## src/rtl/leaky_relu_stream.sv

```systemverilog
// leaky_relu_stream: two-stage valid/ready LeakyReLU on signed samples.
// Stage 1 holds the accepted sample together with the slope that was in
// effect when it was accepted. Stage 2 is the output register. The slope
// multiply and rounding sit between the two stages. A saturating counter
// tracks how many negative samples have been delivered.
module leaky_relu_stream #(
  parameter int                 DATA_W      = 32,
  parameter int                 SLOPE_W     = 16,
  parameter logic [SLOPE_W-1:0] RESET_SLOPE = 16'h028F,
  parameter int                 CNT_W       = 16
) (
  input  logic               clk,
  input  logic               rst_n,
  input  logic               in_valid,
  output logic               in_ready,
  input  logic [DATA_W-1:0]  in_data,
  input  logic               in_mode,
  output logic               out_valid,
  input  logic               out_ready,
  output logic [DATA_W-1:0]  out_data,
  input  logic               slope_we,
  input  logic [SLOPE_W-1:0] slope_wdata,
  output logic [SLOPE_W-1:0] slope,
  output logic [CNT_W-1:0]   neg_cnt,
  input  logic               cnt_clr
);

  localparam int P_W = DATA_W + SLOPE_W + 1;
  localparam logic [P_W-1:0] HALF = P_W'(1) << (SLOPE_W - 1);

  // Stage 1 state
  logic               s1_valid_reg;
  logic [DATA_W-1:0]  s1_data_reg;
  logic               s1_mode_reg;
  logic [SLOPE_W-1:0] s1_slope_reg;

  // Stage 2 (output) state
  logic               s2_valid_reg;
  logic [DATA_W-1:0]  s2_data_reg;
  logic               s2_neg_reg;

  logic [SLOPE_W-1:0] slope_reg;
  logic [CNT_W-1:0]   neg_cnt_reg;

  logic               s2_adv;
  logic               in_fire;
  logic               out_fire;
  logic               s1_neg;
  logic signed [P_W-1:0] prod;
  logic signed [P_W-1:0] prod_rnd;
  logic [DATA_W-1:0]  rnd_data;
  logic [DATA_W-1:0]  y_next;

  // The output register can take new data when it is empty or being drained;
  // stage 1 can take new data when it is empty or moving into stage 2.
  assign s2_adv   = !s2_valid_reg || out_ready;
  assign in_ready = !s1_valid_reg || s2_adv;
  assign in_fire  = in_valid && in_ready;
  assign out_fire = s2_valid_reg && out_ready;
  assign s1_neg   = s1_data_reg[DATA_W-1];

  assign out_valid = s2_valid_reg;
  assign out_data  = s2_data_reg;
  assign slope     = slope_reg;
  assign neg_cnt   = neg_cnt_reg;

  // Scale by the captured slope with round-half-up, then pick the result by
  // sign and mode. Since the slope is below one, the rounded product fits in
  // DATA_W, so truncating to DATA_W keeps it exact.
  always_comb begin
    prod     = P_W'($signed(s1_data_reg)) * P_W'($signed({1'b0, s1_slope_reg}));
    prod_rnd = prod + $signed(HALF);
    rnd_data = DATA_W'(prod_rnd >>> SLOPE_W);
    y_next   = s1_data_reg;
    if (s1_neg) begin
      y_next = s1_mode_reg ? rnd_data : '0;
    end
  end

  // Stage 1: capture the sample, its mode and the slope value in effect
  // when it is accepted.
  always_ff @(posedge clk or negedge rst_n) begin
    if (!rst_n) begin
      s1_valid_reg <= 1'b0;
      s1_data_reg  <= '0;
      s1_mode_reg  <= 1'b0;
      s1_slope_reg <= '0;
    end else if (in_ready) begin
      s1_valid_reg <= in_valid;
      if (in_valid) begin
        s1_data_reg  <= in_data;
        s1_mode_reg  <= in_mode;
        s1_slope_reg <= slope_reg;
      end
    end
  end

  // Stage 2: load the computed result. The data is left untouched when no
  // sample arrives, so an empty pipeline keeps its last output value.
  always_ff @(posedge clk or negedge rst_n) begin
    if (!rst_n) begin
      s2_valid_reg <= 1'b0;
      s2_data_reg  <= '0;
      s2_neg_reg   <= 1'b0;
    end else if (s2_adv) begin
      s2_valid_reg <= s1_valid_reg;
      if (s1_valid_reg) begin
        s2_data_reg <= y_next;
        s2_neg_reg  <= s1_neg;
      end
    end
  end

  // Slope register. Samples already captured keep their own copy.
  always_ff @(posedge clk or negedge rst_n) begin
    if (!rst_n) begin
      slope_reg <= RESET_SLOPE;
    end else if (slope_we) begin
      slope_reg <= slope_wdata;
    end
  end

  // Count negative deliveries and saturate at all-ones. A clear in the same
  // cycle wins over an increment.
  always_ff @(posedge clk or negedge rst_n) begin
    if (!rst_n) begin
      neg_cnt_reg <= '0;
    end else if (cnt_clr) begin
      neg_cnt_reg <= '0;
    end else if (out_fire && s2_neg_reg && (neg_cnt_reg != '1)) begin
      neg_cnt_reg <= neg_cnt_reg + 1'b1;
    end
  end

endmodule

```

## config.mk

```make
export PLATFORM = sky130hd
export DESIGN_NAME = leaky_relu_stream
export DESIGN_NICKNAME = d
export VERILOG_FILES = /design/src/rtl/leaky_relu_stream.sv
export SDC_FILE = /design/constraint.sdc
export NUM_CORES = 2
export LEC_CHECK = 0
export ABC_AREA = 1
export BUFFER_PORTS_ARGS = -buffer_cell sky130_fd_sc_hd__buf_2
export CAP_MARGIN = 20
export CORE_ASPECT_RATIO = 0.9
export CORE_MARGIN = 2
export CORE_UTILIZATION = 70
export CTS_CLUSTER_SIZE = 14
export DETAILED_ROUTE_END_ITERATION = 16
export PLACE_DENSITY = 0.89
export SLEW_MARGIN = 10
export SYNTH_ARGS = -nofsm -noshare
export SYNTH_HDL_FRONTEND = slang
export SYNTH_SLANG_ARGS = --single-unit
```

## constraint.sdc

```tcl
create_clock -name clk -period 8.86 [get_ports clk]
set_input_delay 1.329 -clock clk [delete_from_list [all_inputs] [get_ports clk]]
set_output_delay 1.329 -clock clk [all_outputs]
set_load 0.02 [all_outputs]
```

# Yosys cells after proc, flatten, opt, wreduce, memory -nomap -nowiden
# Index checks and enable logic that the tools add are counted.
[totals]
word_cells = 27
register_bits = 116
[classes]
eq_ne = 1
n_addsub = 2
mux = 4
n_reduce_logical = 10
multipliers = 1
[ops]
columns = ["cell", "n"]
rows = [
  ["2-to-1 mux 32 bit", 2],
  ["adder 48 x 17 -> 48 bit (second input constant)", 1],
  ["multiplier 32 x 17 -> 48 bit", 1],
  ["2-to-1 mux 16 bit", 2],
  ["adder 16 x 1 -> 16 bit (second input constant)", 1],
  ["!= test 16 bit (second input constant)", 1],
  ["AND reduction 2 bit", 2],
  ["logical AND 1 bit", 3],
  ["logical NOT 1 bit", 2],
  ["logical OR 1 bit", 2],
  ["nonzero test 2 bit", 1],
]

# Depth between registers and ports, before layout
[logic_depth]
depth_word = 5
depth_mapped = 30
ltp_nobuf = 28

# Worst setup path after synthesis
# Ideal clock, no wire load.
[synth_path]
path_kind = "reg-to-reg"
startpoint = "register s1_slope_reg[3]"
endpoint = "register s2_data_reg[31] (netlist: out_data[31])"
t_arrival_ns = 5.522
setup_ns = 0.116
stages_incl_launch_ff = 26
t_required_ns = 8.744
slack_ns = 3.221
path_cell_list = "dfrtp_1 clkbuf_1 clkbuf_1 nand2_1 fa_1 fa_1 inv_1 fa_1 fa_1 fa_1 inv_1 fa_1 inv_1 ha_1 nand2_1 nor3_1 nand2_1 nor2_1 and3_1 nand2_1 nand3_1 inv_1 nand2_1 nand2_1 nand2_1 nand2_1"
[synth_between]
elab_chain_cells = 4
[synth_lines]
columns = ["element", "line", "text"]
rows = [
  ["from (decl)", "35", "logic [SLOPE_W-1:0] s1_slope_reg;"],
  ["from (signal assigned)", "93", "s1_slope_reg <= slope_reg;"],
  ["multiplier 32 x 17 -> 48 bit", "71", "prod = P_W'($signed(s1_data_reg)) * P_W'($signed({1'b0, s1_slope_reg}));"],
  ["adder 48 x 17 -> 48 bit", "72", "prod_rnd = prod + $signed(HALF);"],
  ["2-to-1 mux 32 bit", "76", "y_next = s1_mode_reg ? rnd_data : '0;"],
  ["2-to-1 mux 32 bit", "75", "if (s1_neg) begin"],
  ["to (signal assigned)", "108", "s2_data_reg <= y_next;"],
  ["to (decl)", "39", "logic [DATA_W-1:0] s2_data_reg;"],
]
# Every way passes these cells.
# A chain may end at the register's enable or synchronous reset.

# Worst setup path in the final report
[layout_path]
startpoint = "register s1_data_reg[31]"
endpoint = "register s2_data_reg[25] (netlist: out_data[25])"
[layout_between]
elab_chain_cells = 4
[layout_lines]
columns = ["element", "line", "text"]
rows = [
  ["from (decl)", "33", "logic [DATA_W-1:0] s1_data_reg;"],
  ["from (signal assigned)", "91", "s1_data_reg <= in_data;"],
  ["multiplier 32 x 17 -> 48 bit", "71", ""],
  ["adder 48 x 17 -> 48 bit", "72", ""],
  ["2-to-1 mux 32 bit", "76", ""],
  ["2-to-1 mux 32 bit (*)", "75", ""],
]
# Mark *: on every way between the ends. The rest lies on a longest branch, timed or not.

==> flow_metrics.py <==
metrics = {
    "run_status": {
        "status": "finished clean",
    },
    "sta": {
        "setup_viol": 0,
        "max_freq_mhz": 149,
        "drv_slew": 0,
        "skew_ns": 0.0182,
        "post-route-min-period_ns": 6.71,
        "tns_ns": 0,
        "finalCritPeriodShare": 0.757,
        "finalHoldViolations": 0,
        "rsz0062_at_grt": "false",
        "slew_headroom": 0.247,
        "tightestPinTransition_ns": 1.13,
    },
    "floorplanning": {
        "floorplan.initialDensity": 0.712,
        "core_um2": 35100,
        "die-area_um2": 37200,
        "die_y_um": 183,
        "die_x_um": 203,
        "io_pins": 121,
        "placementRows": 65,
    },
    "synthesis": {
        "synth_nets": 3960,
        "async_reset_ff_frac": 1.00,
        "synthFlopType": "dfrtp_1",
        "synth_warnings": 0,
        "synth_largest_area_cell": "fa_1",
        "synth_top_area_share": 0.388,
        "synth_enable_flop_cells": 0,
        "syn-instance-count": 3282,
        "post_synth_num_cell_types": 47,
        "synth_area_per_cell_um2": 7.60,
        "ys_ff_latch": 116,
        "synth.cell_area_um2": 24900,
        "synthTopCellsByArea": "fa_1 (39%), inv_1 (16%), nand2_1 (11%), dfrtp_1 (11%), ha_1 (7.0%)",
        "yosysSeqAreaShare": 0.117,
    },
    "setup_path": {
        "cp-end-kind": "flop",
        "crit_type": "flop to flop",
        "cp.required_ns": 9.22,
        "cp.arrival_ns": 7.07,
        "cp-start-kind": "flop",
        "path_max_fanout": 19,
    },
    "clocking": {
        "clk_pin_slew_worst_paths_ns": 0.06,
        "numCtsBuffers": 17,
        "cts_tree": "yes",
        "clockBufferDepth": 2,
        "root_buffer": "clkbuf_16",
        "cts_hold_buf": 0,
        "post-cts-setup-buffer-count": 0,
        "cts_num_sinks": 116,
        "h-tree-depth": 4,
        "cts_resized": 0,
        "clock_latency_ns": 0.46,
    },
    "finish": {
        "final_nets": 3975,
        "layout_common_cells": "inv_1 (1091), nand2_1 (739), fa_1 (483), ha_1 (140), a21oi_1 (132)",
        "syn2layout_area_growth_pct": 5.48,
        "drive_gt1_frac": 0.0855,
        "nFillCells": 2570,
        "final_common_cell": "inv_1",
    },
    "routing": {
        "wl_met1_mm": 25.8,
        "routed.top_layer": "met5",
        "via_count": 21209,
        "drc": 0,
        "wl_per_cell_um": 19.4,
        "wl_met3_mm": 7.65,
        "met2_length_mm": 35.0,
        "drt_iter0_markers": 2070,
        "routed_wl_mm": 73.3,
        "postRouteAntennaNets": 0,
        "drt-vias-per-instance": 5.61,
        "drtPass1Iterations": 6,
    },
    "global_routing": {
        "track_usage": 0.420,
        "grt_pass1_vias": 23121,
        "antenna_found_initial": 3,
        "grt_max_degree": 70,
        "grt_pass1_wl_mm": 119,
        "grt_overflow": 0,
    },
    "hold_path": {
        "hp-class": "flop to flop",
    },
    "placed_design": {
        "io_buffers": 120,
        "hpwl_mm": 56.6,
        "globalplace.congestion": 1.02,
    },
    "run": {
        "drv_cap": 0,
    },
}
[worst paths after layout]
check,startpoint,end,slack (ns),depth (start not counted)
max in group asynchronous,rst_n,neg_cnt[1],6.46,2
min in group asynchronous,rst_n,s1_data_reg[19],1.03,1
min,s2_neg_reg,s2_neg_reg,0.49,2
max,s1_data_reg[31],out_data[25],2.15,20
max reg2reg,s1_data_reg[31],out_data[25],2.15,20
min reg2reg,s2_neg_reg,s2_neg_reg,0.49,2
[worst max-delay path, cell delays in order (launching register included)]
cell     delay (ns)
dfrtp_1        0.86
nand2_1        0.29
fa_1           0.77
fa_1           0.45
inv_1          0.32
fa_1           0.54
fa_1           0.55
fa_1           0.49
inv_1          0.05
fa_1           0.47
inv_1          0.04
ha_1           0.43
nand2_1        0.13
nor2_1         0.12
inv_1          0.07
nor2_1         0.27
and2_1         0.19
nand4_1        0.13
nand4_1        0.13
nand3_1        0.13
a21oi_1        0.17
[per-layer routing]
layer / global-route usage / vias to the layer above
met3: 0.0851 / 411
met4: 0.251 / 2
met1: 0.508 / 10232
met2: 0.703 / 1339
li1: - / 9225
met5: 0 / -
[cell usage after synthesis (8+ instances only)]
cell	n
nand2_1	740
o21ai_0	72
mux2_2	30
nor2_2	17
inv_1	1091
fa_1	483
inv_2	12
nand2_2	16
a21oi_1	132
nand3_1	53
o21ai_1	8
nor2_1	118
ha_1	140
dfrtp_1	110
nor3_1	11
clkbuf_1	138
nand4_1	19
[stage by stage]
| stage | hold WS (ns) | area, um2 | worst slack (ns) | std cells | utilization |
|---|---|---|---|---|---|
| floorplan | 0.450 | 24900 | 3.22 | 3282 | - |
| global placement | 0.470 | 25700 | 2.40 | 3746 | 0.734 |
| detailed placement | 0.467 | 25700 | 2.32 | 3746 | 0.734 |
| CTS | 0.483 | 26300 | 2.22 | 3778 | 0.750 |
| global route | 0.506 | 26300 | 1.86 | 3781 | 0.751 |
| finish | 0.485 | 26300 | 2.15 | 3781 | 0.751 |
[area by class of cell]
class | instances | area (um2) | area share
antenna | 2 | 5.00 | 0.000190
inverter | 1104 | 4150 | 0.158
tap | 469 | 587 | 0.0223
multi-input combinational | 1914 | 17300 | 0.658
timing repair buffer | 144 | 803 | 0.0305
clock buffer | 19 | 443 | 0.0168
clock inverter | 13 | 100 | 0.00380
sequential | 116 | 2910 | 0.111
[cells by family (layout without fill, tap and decap cells)]
family,count (synthesis),count (layout),share of synthesized area
AO/OA/AOI/OAI,247,247,0.0536
buffers and inverters,1252,1280,0.189
AND/OR/NAND/NOR,1005,1005,0.166
flip-flops,116,116,0.117
multiplexers,30,30,0.0135
adder cells (fa/ha/maj),623,623,0.458
XOR/XNOR,9,9,0.00316
other,0,2,0
Power is not shown: default switching activity piles up to over one toggle a cycle in this logic, so the estimate is an artifact.
